`config.mk`:
```
export PLATFORM = sky130hd
export DESIGN_NAME = imem_loader
export DESIGN_NICKNAME = d
export VERILOG_FILES = /design/src/rtl/imem_loader_pkg.sv /design/src/rtl/imem_loader_byte_packer.sv /design/src/rtl/imem_loader.sv
export SDC_FILE = /design/constraint.sdc
export NUM_CORES = 1
export LEC_CHECK = 0
export CAP_MARGIN = 0
export CORE_MARGIN = 4
export CORE_UTILIZATION = 35
export DETAILED_ROUTE_END_ITERATION = 10
export PLACE_DENSITY = 0.61
export SETUP_SLACK_MARGIN = 0.02
export SYNTH_ARGS = -nofsm -noshare
export SYNTH_HDL_FRONTEND = slang
export SYNTH_SLANG_ARGS = --single-unit
```
`constraint.sdc`:
```
create_clock -name clk -period 2.73 [get_ports clk]
set_input_delay 0.546 -clock clk [delete_from_list [all_inputs] [get_ports clk]]
set_output_delay 0.546 -clock clk [all_outputs]
set_load 0.05 [all_outputs]
```
`src/rtl/imem_loader_pkg.sv`:
```
`default_nettype none
// ============================================================================
//  Module      : imem_loader_pkg
//  Description : Shared types and constants for the instruction-memory loader.
//  Revision    : 1.0 - initial release
// ============================================================================
package imem_loader_pkg;

    // Bytes assembled into one memory word (little-endian lanes)
    localparam int c_bytes_per_word = 4;
    // Length header is a single 32-bit little-endian word count
    localparam int c_header_bytes   = 4;
    // Width of the byte-lane counter inside the packer
    localparam int c_lane_width     = $clog2(c_bytes_per_word);

    // Loader control states
    typedef enum logic [2:0] {
        IDLE = 3'd0,
        LEN  = 3'd1,
        DATA = 3'd2,
        CSUM = 3'd3,
        DONE = 3'd4,
        ERR  = 3'd5
    } state_t;

endpackage : imem_loader_pkg
`default_nettype wire

```
`src/rtl/imem_loader_byte_packer.sv`:
```
`default_nettype none
// ============================================================================
//  Module      : imem_loader_byte_packer
//  Description : Little-endian byte-to-word assembler. Lane 0 lands in bits
//                [7:0]. When the last lane is accepted the full word is
//                presented combinationally with a one-cycle o_word_valid.
//  Revision    : 1.0 - initial release
// ============================================================================
module imem_loader_byte_packer
    import imem_loader_pkg::*;
(
    input  logic                            clk,
    input  logic                            rst,
    input  logic                            i_clr,
    input  logic [7:0]                      i_byte,
    input  logic                            i_byte_valid,
    output logic [8*c_bytes_per_word-1:0]   o_word,
    output logic                            o_word_valid
);

    localparam logic [c_lane_width-1:0] c_last_lane = c_lane_width'(c_bytes_per_word - 1);

    logic [c_lane_width-1:0]              r_lane;
    logic [8*(c_bytes_per_word-1)-1:0]    r_bytes;

    // Store lower lanes and advance the lane counter on every accepted byte
    always_ff @(posedge clk) begin
        if (rst || i_clr) begin
            r_lane  <= '0;
            r_bytes <= '0;
        end else if (i_byte_valid) begin
            for (int i = 0; i < c_bytes_per_word - 1; i++) begin
                if (r_lane == c_lane_width'(i)) begin
                    r_bytes[i*8 +: 8] <= i_byte;
                end
            end
            r_lane <= r_lane + 1'b1;
        end
    end

    // The top lane bypasses storage so the word is ready in the accepting cycle
    always_comb begin
        o_word       = {i_byte, r_bytes};
        o_word_valid = i_byte_valid && (r_lane == c_last_lane);
    end

endmodule : imem_loader_byte_packer
`default_nettype wire

```
`src/rtl/imem_loader.sv`:
```
`default_nettype none
// ============================================================================
//  Module      : imem_loader
//  Description : Instruction-memory writer. Consumes a byte stream made of a
//                32-bit little-endian word count, the image words, and an
//                8-bit additive checksum; writes each word to memory and holds
//                the CPU in reset until a load completes successfully.
//  Revision    : 1.0 - initial release
// ============================================================================
module imem_loader
    import imem_loader_pkg::*;
#(
    parameter int          ADDR_WIDTH = 12,
    parameter logic [31:0] BASE_ADDR  = 32'h0000_0000
) (
    input  logic        clk,
    input  logic        rst,
    input  logic        start,
    input  logic [7:0]  rx_data,
    input  logic        rx_valid,
    output logic        rx_ready,
    output logic        mem_we,
    output logic [31:0] mem_addr,
    output logic [31:0] mem_wdata,
    output logic        busy,
    output logic        done,
    output logic        error,
    output logic        cpu_hold
);

    // Largest legal word count: the full memory capacity
    localparam logic [32:0]       c_max_words = 33'd1 << ADDR_WIDTH;
    localparam logic [29:0]       c_base_word = BASE_ADDR[31:2];
    localparam logic [ADDR_WIDTH:0] c_one     = (ADDR_WIDTH+1)'(1);

    state_t                 r_state;
    state_t                 w_next;
    logic                   w_start;
    logic                   w_accepting;
    logic                   w_xfer;
    logic                   w_pack_valid;
    logic [31:0]            w_word;
    logic                   w_word_valid;
    logic                   w_hdr_word;
    logic                   w_data_word;
    logic                   w_oversize;
    logic                   w_zero;

    logic [ADDR_WIDTH:0]    r_remaining;
    logic [7:0]             r_csum;
    logic [29:0]            r_word_addr;
    logic                   r_mem_we;
    logic [31:0]            r_wdata;

    // Byte acceptance is purely a function of state, which keeps the
    // handshake free of combinational feedback
    assign w_accepting  = (r_state == LEN) || (r_state == DATA) || (r_state == CSUM);
    assign rx_ready     = w_accepting;
    assign busy         = w_accepting;
    assign w_xfer       = rx_valid && w_accepting;
    assign w_pack_valid = w_xfer && ((r_state == LEN) || (r_state == DATA));
    assign w_hdr_word   = w_word_valid && (r_state == LEN);
    assign w_data_word  = w_word_valid && (r_state == DATA);
    assign w_oversize   = {1'b0, w_word} > c_max_words;
    assign w_zero       = (w_word == 32'd0);

    assign mem_we    = r_mem_we;
    assign mem_addr  = {r_word_addr, 2'b00};
    assign mem_wdata = r_wdata;

    imem_loader_byte_packer u_packer (
        .clk          (clk),
        .rst          (rst),
        .i_clr        (w_start),
        .i_byte       (rx_data),
        .i_byte_valid (w_pack_valid),
        .o_word       (w_word),
        .o_word_valid (w_word_valid)
    );

    // State register
    always_ff @(posedge clk) begin
        if (rst) begin
            r_state <= IDLE;
        end else begin
            r_state <= w_next;
        end
    end

    // Next-state decode and status outputs
    always_comb begin
        w_next   = r_state;
        w_start  = 1'b0;
        done     = 1'b0;
        error    = 1'b0;
        cpu_hold = 1'b1;
        case (r_state)
            IDLE: begin
                if (start) begin
                    w_start = 1'b1;
                    w_next  = LEN;
                end
            end
            LEN: begin
                if (w_hdr_word) begin
                    if (w_oversize) begin
                        w_next = ERR;
                    end else if (w_zero) begin
                        w_next = CSUM;
                    end else begin
                        w_next = DATA;
                    end
                end
            end
            DATA: begin
                if (w_data_word && (r_remaining == c_one)) begin
                    w_next = CSUM;
                end
            end
            CSUM: begin
                if (w_xfer) begin
                    w_next = (rx_data == r_csum) ? DONE : ERR;
                end
            end
            DONE: begin
                done     = 1'b1;
                cpu_hold = 1'b0;
                if (start) begin
                    w_start = 1'b1;
                    w_next  = LEN;
                end
            end
            ERR: begin
                error = 1'b1;
                if (start) begin
                    w_start = 1'b1;
                    w_next  = LEN;
                end
            end
            default: begin
                w_next = IDLE;
            end
        endcase
    end

    // Datapath: word count, checksum, write strobe/data and address.
    // The write lands one cycle after the top lane; the address advances at
    // the end of that write cycle so mem_addr is stable while mem_we is high.
    always_ff @(posedge clk) begin
        if (rst) begin
            r_remaining <= '0;
            r_csum      <= '0;
            r_word_addr <= c_base_word;
            r_mem_we    <= 1'b0;
            r_wdata     <= '0;
        end else begin
            r_mem_we <= w_data_word;
            if (w_data_word) begin
                r_wdata <= w_word;
            end
            if (r_mem_we) begin
                r_word_addr <= r_word_addr + 30'd1;
            end
            if (w_hdr_word) begin
                r_remaining <= w_word[ADDR_WIDTH:0];
            end else if (w_data_word) begin
                r_remaining <= r_remaining - c_one;
            end
            if (w_xfer && (r_state == DATA)) begin
                r_csum <= r_csum + rx_data;
            end
            if (w_start) begin
                r_csum      <= '0;
                r_remaining <= '0;
                r_word_addr <= c_base_word;
            end
        end
    end

endmodule : imem_loader
`default_nettype wire
```
* Word level (Yosys, flattened, before mapping) *
Index checks and enable logic that the tools add are counted.

storage, ports and cells
  output and inout port bits = 70
  word-level logic and storage cells = 64
  bits in registers = 113
  input bits = 12

operators by class
  mux-type cells = 15
  equal/unequal tests = 14
  $add $sub $neg = 4
  magnitude comparators = 1
  reduce and logical (&&, ||, !) cells = 20

operator list
  kind                     number
  $gt A32 B13 Y1 const B   1
  $logic_not A32 Y1        1
  $add A30 B1 Y30 const B  1
  $mux W13                 2
  $mux W3                  5
  $eq A13 B1 Y1 const B    1
  $sub A13 B1 Y13 const B  1
  $pmux W3 S4              1
  $add A8 B8 Y8            1
  $eq A8 B8 Y1             1
  $logic_and A1 B1 Y1      7
  $mux W1                  7
  $eq A3 B2 Y1 const B     2
  $eq A3 B3 Y1 const B     2
  $reduce_and A2 Y1        3
  $eq A2 B2 Y1 const B     2
  $ne A2 B1 Y1 const B     2
  $ne A2 B2 Y1 const B     2
  $reduce_and A4 Y1        1
  $eq A3 B1 Y1 const B     1
  $logic_not A3 Y1         1
  $logic_or A1 B1 Y1       3
  $reduce_or A3 Y1         1
  $add A2 B1 Y2 const B    1
  4 further kinds          4

* Depth between registers and ports, before layout *
Gate-level depths: netlist of run 1.

  depth after elaboration = 10
  depth in mapped cells = 9
  mapped depth without buffers = 9

* By module *
From an unflattened synthesis of run 1, not the netlist that was laid out.

unflattened totals
  cell total of the unflattened synthesis = 636
  area, all modules = 5491.5 µm²

by module, submodules not included
  module                   cells each  times used  area an instance (µm²)  sequential area each (µm²)
  imem_loader              503         1           4101.4                  1741.7
  imem_loader_byte_packer  133         1           1390.1                  520.5

* Worst setup path before layout of run 1 *
Ideal clock, no wire load.

  path kind = reg2reg
  start = register r_mem_we (netlist: mem_we)
  end = register r_word_addr[29]
  buffers on the path = 2
  setup time = 0.116 ns
  period minus slack after synthesis = 2.460 ns
  data arrival time = 2.344 ns
  stages on the path, launching flop included = 9
  setup slack = 0.270 ns
  data required time = 2.614 ns
  path through = dfxtp_1 -> nand4_2 -> or4_1 -> clkbuf_2 -> or2_1 -> buf_6 -> nor2_4 -> a311oi_1 -> a41o_1

RTL lines
  item                      RTL line            source
  start: declaration        imem_loader.sv:52   logic r_mem_we;
  start signal: assignment  imem_loader.sv:157  r_mem_we <= w_data_word;
  end signal: assignment    imem_loader.sv:153  r_word_addr <= c_base_word;
  end signal: assignment    imem_loader.sv:162  r_word_addr <= r_word_addr + 30'd1;
  end signal: assignment    imem_loader.sv:175  r_word_addr <= c_base_word;
  end: declaration          imem_loader.sv:51   logic [29:0] r_word_addr;

* Final worst setup path of run 1 *
  start = register r_state[1]
  end = output port rx_ready

between the ends
  longest elaborated chain between the ends = 3
  elaborated cells between the ends (all ways) = 5
  those cells by class = eq/ne (3); reduce/logical (2)

RTL lines
  item                                          RTL line           source
  start: declaration                            imem_loader.sv:36  state_t r_state;
  start signal: assignment                      imem_loader.sv:86  r_state <= w_next;
  $eq A3 B1 Y1 or $eq A3 B2 Y1 (tied branches)  imem_loader.sv:57  assign w_accepting = (r_state == LEN) || (r_state == DATA) || (r_state == CSUM);
  $logic_or A1 B1 Y1                            imem_loader.sv:57
  $logic_or A1 B1 Y1 *                          imem_loader.sv:57
  end: declaration                              imem_loader.sv:21  output logic rx_ready,

Mark *: on every way between the ends. The rest lies on a longest branch, timed or not.

==> flow_summary.toml, run 1 <==
[drt]
finalWirelength_um = 13860
drt-initial-drc-count = 455
vias = 4615
drc_errors = 0
dr.pass1.iters = 5
ant_nets = 0
avgRoutedWirePerCell_um = 15.45
avgViaCountPerCell = 5.145

[synth]
syn_avg_cell_area_um2 = 8.209
synth_simple_gate_area_share_pct = 23.92
synth_common_cells = "113 x dfxtp_1, 91 x nand2_1, 87 x nor2_1"
synth_adder_area_share_pct = 3.835
synth_top_cell_area_share_pct = 44.44
synth_xor_area_share_pct = 5.162
synth_top_cell_by_area = "dfxtp_1"
synthFlopType = "dfxtp_1"
synthMuxAreaShare_pct = 4.720
yosysSeqAreaShare_pct = 44.44
ys_async_sr_fraction_pct = 0
synth_most_common_cell = "dfxtp_1"
syn_inst = 620
yosys_warnings = 0
synthTopCellsByArea = "dfxtp_1 44%, nand2_1 6.7%, nor2_1 6.4%"
synth_edf_count = 0
ys_ff_latch = 113
synth_cell_type_count = 55
synth_compound_area_share_pct = 13.08
synth_top_family_by_area = "simple AND/OR/NAND/NOR gates"
syn-cell-area_mm2 = 0.005090

[cells_and_area]
final_nets = 731
multi_input_area_mm2 = 0.002601
drive_above_1_share_pct = 8.647
register_area_mm2 = 0.002262
area_growth_pct = 33.09
fillers = 1331
diodes = 0

[sta]
worst_hold_slack_ps = 451.8
fin_ws_ps = 140.3
setup_viol = 0
post-route-min-period_ps = 2590
hold_viol_final = 0
rsz0062_at_grt = "false"
fin_crit_sh_pct = 94.86
maxSlewViolCount = 0
worst_pin_slew_ps = 586.3
max_freq_mhz = 386.1
finClkSkew_ps = 6.040
slew_headroom_pct = 60.79
fin_tns_setup_ps = 0

[critical_path]
cp.arrival_ps = 2040
cp-end-kind = "output port"
path_max_fanout = 11
start_kind = "register"
required_ps = 2180
crit_type = "reg -> out"

[clock_tree]
htreeDepth = 4
cts_tree = "yes"
cts-buffers-inserted = 17
cts.clk_slew.worst_paths_ps = 50
cts_resized = 0
clk-insertion-delay-late_ps = 410
cts_hold_buffers = 0
post-cts-setup-buffers = 0
cts_sinks = 113
root_buffer = "clkbuf_16"
max-clock-path-buffers = 2

[placed_design]
post-place-ws_ps = 24.35
hpwl_um = 9808
gp_congestion = 0.8587
io_buffers = 79

[power_and_ir_drop]
p_seq_share_pct = 38.8
ir_worst_vdd_mv = 0.3857
p_clk_share_pct = 54.9
p_sw_mw = 0.9512
powerDensity_mw_per_mm2 = 638.4
p_int_mw = 3.374
p_comb_share_pct = 6.3
swShare_pct = 21.99
p_leak_nw = 2.477

[floorplanning]
fp.dieW_um = 128.6
num_rows = 43
initial_core_util_pct = 36.25
die_h_um = 128.6
die-area_mm2 = 0.01654
coreArea_mm2 = 0.01404
ioPinCount = 82

[global_routing]
grt_pass1_vias = 4673
grt_pass1_wl_um = 22870
antenna_found_initial = 0
track_usage_pct = 17.23
gr-total-overflow = 0
grt_max_degree = 45

[job]
drv_cap = 0

[outcome]
outcome = "finished, final reports clean"

[hold_path]
hp-class = "reg -> reg"
[layout by cell type (no fill, tap or decap), types with 17 or more instances in the layout]
cell,n
o21ai_0,20
a21oi_1,63
clkbuf_16,17
xnor2_1,21
clkdlybuf4s50_1,79
mux2i_1,24
nand2_1,91
dfxtp_1,113
nor2_1,87
buf_4,20
nand3_1,20
inv_1,23
[layer usage]
| layer | up-vias | track usage [%] | wire [um] |
|---|---|---|---|
| met5 | - | 0 | 0 |
| met4 | 0 | 6.424 | 250 |
| met3 | 27 | 6.393 | 1051 |
| met2 | 135 | 26.63 | 6383 |
| met1 | 2173 | 22.04 | 6169 |
| li1 | 2280 | - | - |
[sequential cells by signal, indices dropped and copies added, names as in the netlist]
name              count
mem_wdata            32
r_csum                8
r_remaining          13
mem_we                1
u_packer.r_lane       2
u_packer.r_bytes     24
r_word_addr          30
r_state               3
[power groups by stage]
stage                     Sequential [mW]  Clock [mW]  Combinational [mW]
final                                1.68        2.37               0.273
after global routing                 1.68        2.49               0.296
after CTS                            1.68        2.42               0.274
after detailed placement             1.71           0               0.272
after global placement               1.71           0               0.270
after floorplan                      1.70           0               0.177
[path summary, 6_finish.rpt]
kind | from | end | slack (ps) | cells after the start
setup reg to reg | mem_we$_SDFF_PP0_ | r_word_addr[29]$_SDFFE_PP0P_ | 440 | 6
setup / recovery | r_state[1]$_SDFFE_PP0P_ | rx_ready | 140 | 3
hold reg to reg | mem_wdata[1]$_SDFFE_PP0P_ | mem_wdata[1]$_SDFFE_PP0P_ | 450 | 2
hold / removal | mem_wdata[1]$_SDFFE_PP0P_ | mem_wdata[1]$_SDFFE_PP0P_ | 450 | 2
[worst max-delay path, stage by stage (launching register included)]
cell and delay (ps):
dfxtp_1 520, nor2_1 100, nor2_1 180, clkdlybuf4s50_1 840
[per-stage QoR]
| stage | utilization [%] | power [mW] | cells | cell area (um2) |
|---|---|---|---|---|
| 2_1_floorplan | - | 1.880 | 621 | 5094 |
| 3_3_place_gp | 43.70 | 1.982 | 865 | 6136 |
| 3_5_place_dp | 43.70 | 1.985 | 865 | 6136 |
| 4_1_cts | 48.24 | 4.368 | 897 | 6774 |
| 5_1_grt | 48.24 | 4.463 | 897 | 6774 |
| 6_report | 48.24 | 4.325 | 897 | 6774 |
[cells by family after synthesis]
group / Yosys count
DFF: 113
and+or+nand+nor: 266
AOI/OAI and AO/OA: 112
buffers and inverters: 59
other: 1
adders and majority gates: 15
muxes: 24
xor gates and xnor gates: 30
[final cells by class]
class / instances / share of cell area (%)
Clock inverter: 11 / 2.327
Clock buffer: 21 / 7.093
Multi-Input combinational cell: 449 / 38.40
Inverter: 23 / 1.274
Sequential cell: 113 / 33.39
Tap cell: 180 / 3.325
Timing Repair Buffer: 100 / 14.19
Note: power is estimated with default switching activity, not from simulation.
==> inputs of run 2 (changes only) <==
==> constraint.sdc (replaced) <==
create_clock -name clk -period 2.8 [get_ports clk]
set_input_delay 0.56 -clock clk [delete_from_list [all_inputs] [get_ports clk]]
set_output_delay 0.56 -clock clk [all_outputs]
set_load 0.05 [all_outputs]
==> flow_summary.toml, run 2 (same netlist as run 1, synthesis figures left out) <==
[clock_tree]
cts_sinks = 113
max-clock-path-buffers = 2
cts_hold_buffers = 0
clk-insertion-delay-late_ps = 410
cts.clk_slew.worst_paths_ps = 50
cts_tree = "yes"
root_buffer = "clkbuf_16"
post-cts-setup-buffers = 0
cts-buffers-inserted = 17
htreeDepth = 4
cts_resized = 0

[floorplanning]
die-area_mm2 = 0.01654
initial_core_util_pct = 36.25
num_rows = 43
ioPinCount = 82
coreArea_mm2 = 0.01404
fp.dieW_um = 128.6
die_h_um = 128.6

[sta]
setup_viol = 0
finClkSkew_ps = 8.247
rsz0062_at_grt = "false"
worst_pin_slew_ps = 603.7
slew_headroom_pct = 59.38
fin_crit_sh_pct = 94.52
post-route-min-period_ps = 2646
hold_viol_final = 0
fin_tns_setup_ps = 0
max_freq_mhz = 377.9
fin_ws_ps = 153.5
maxSlewViolCount = 0

[drt]
avgViaCountPerCell = 5.130
vias = 4586
avgRoutedWirePerCell_um = 15.73
ant_nets = 0
drc_errors = 0
dr.pass1.iters = 5
finalWirelength_um = 14060
drt-initial-drc-count = 347

[critical_path]
slowest_stage = "clkdlybuf4s50_1"
cp.arrival_ps = 2090
crit_chain = "nor2_1, nor2_1, clkdlybuf4s50_1"
crit_family = "buffers and inverters"
cpPeakStageDelay_ps = 850
crit_buf_inv = 1
crit_type = "reg -> out"
required_ps = 2240
critPathMostFrequentCell = "nor2_1"
cp-end-kind = "output port"
start_kind = "register"
path_max_fanout = 11

[cells_and_area]
largest_reg_flops = 32
final_common_cell = "dfxtp_1"
area_growth_pct = 31.49
register_area_mm2 = 0.002262
multi_input_area_mm2 = 0.002601
final_cell_mix = "113 x dfxtp_1, 91 x nand2_1, 87 x nor2_1"
fin_cells = 894
stdcell_area_mm2 = 0.006693
final_nets = 729
drive_above_1_share_pct = 7.703
diodes = 0
fillers = 1345

[job]
drv_cap = 0

[outcome]
outcome = "finished, final reports clean"

[global_routing]
grt_pass1_vias = 4678
grt_max_degree = 40
grt_pass1_wl_um = 23290
gr-total-overflow = 0
track_usage_pct = 17.75
antenna_found_initial = 0

[power_and_ir_drop]
powerDensity_mw_per_mm2 = 600.8
ir_worst_vdd_mv = 0.4097
p_leak_nw = 2.434
finalPower_mw = 4.021

[placed_design]
post_dp_cell_area_mm2 = 0.006108
gp_congestion = 0.8489
dpl.cell_count = 863
io_buffers = 79
hpwl_um = 9932
post-place-ws_ps = 101.2

[hold_path]
hp-class = "reg -> reg"
run 2: report_power, final:
| group | switching (mW) | leakage [nW] | internal, mW | total, mW |
|---|---|---|---|---|
| clock network | 0.705 | 0.290 | 1.42 | 2.12 |
| registers | 0.0160 | 0.910 | 1.62 | 1.64 |
| logic | 0.171 | 1.23 | 0.0916 | 0.262 |
| total | 0.892 | 2.43 | 3.13 | 4.02 |
run 2: final cells by class:
| cell class | count | share of cell area, % |
|---|---|---|
| multi-input cells | 449 | 38.87 |
| flip-flops and latches | 113 | 33.80 |
| repair buffers | 98 | 13.95 |
| clock buffers | 26 | 7.609 |
| well taps | 180 | 3.365 |
| inverters | 23 | 1.290 |
| clock inverters | 5 | 1.122 |
run 2: metal layers:
metal  up-vias  global-route usage, %  wire length, um
li1       2283                      -                -
met1      2140                  22.58             6241
met5         -                      0                0
met3        18                  6.061             1013
met4         0                  5.991              208
met2       145                  28.29             6599
run 2: stage by stage:
step	util [%]	hold WS, ps
2_1_floorplan	-	435.6
3_3_place_gp	43.50	444.4
3_5_place_dp	43.50	452.1
4_1_cts	47.66	458.7
5_1_grt	47.66	480.3
6_report	47.66	454.2
run 2: tightest hold or removal path: stages (launching register included):
cell	delay (ps)
dfxtp_1	310
nand2_1	50
a21oi_1	50
run 2: worst paths after layout:
path,from,endpoint,cells after the start,slack [ps]
setup / recovery,r_state[1]$_SDFFE_PP0P_,rx_ready,3,150
hold / removal,mem_wdata[2]$_SDFFE_PP0P_,mem_wdata[2]$_SDFFE_PP0P_,2,450
setup reg to reg,mem_we$_SDFF_PP0_,r_word_addr[29]$_SDFFE_PP0P_,6,490
hold reg to reg,mem_wdata[2]$_SDFFE_PP0P_,mem_wdata[2]$_SDFFE_PP0P_,2,450
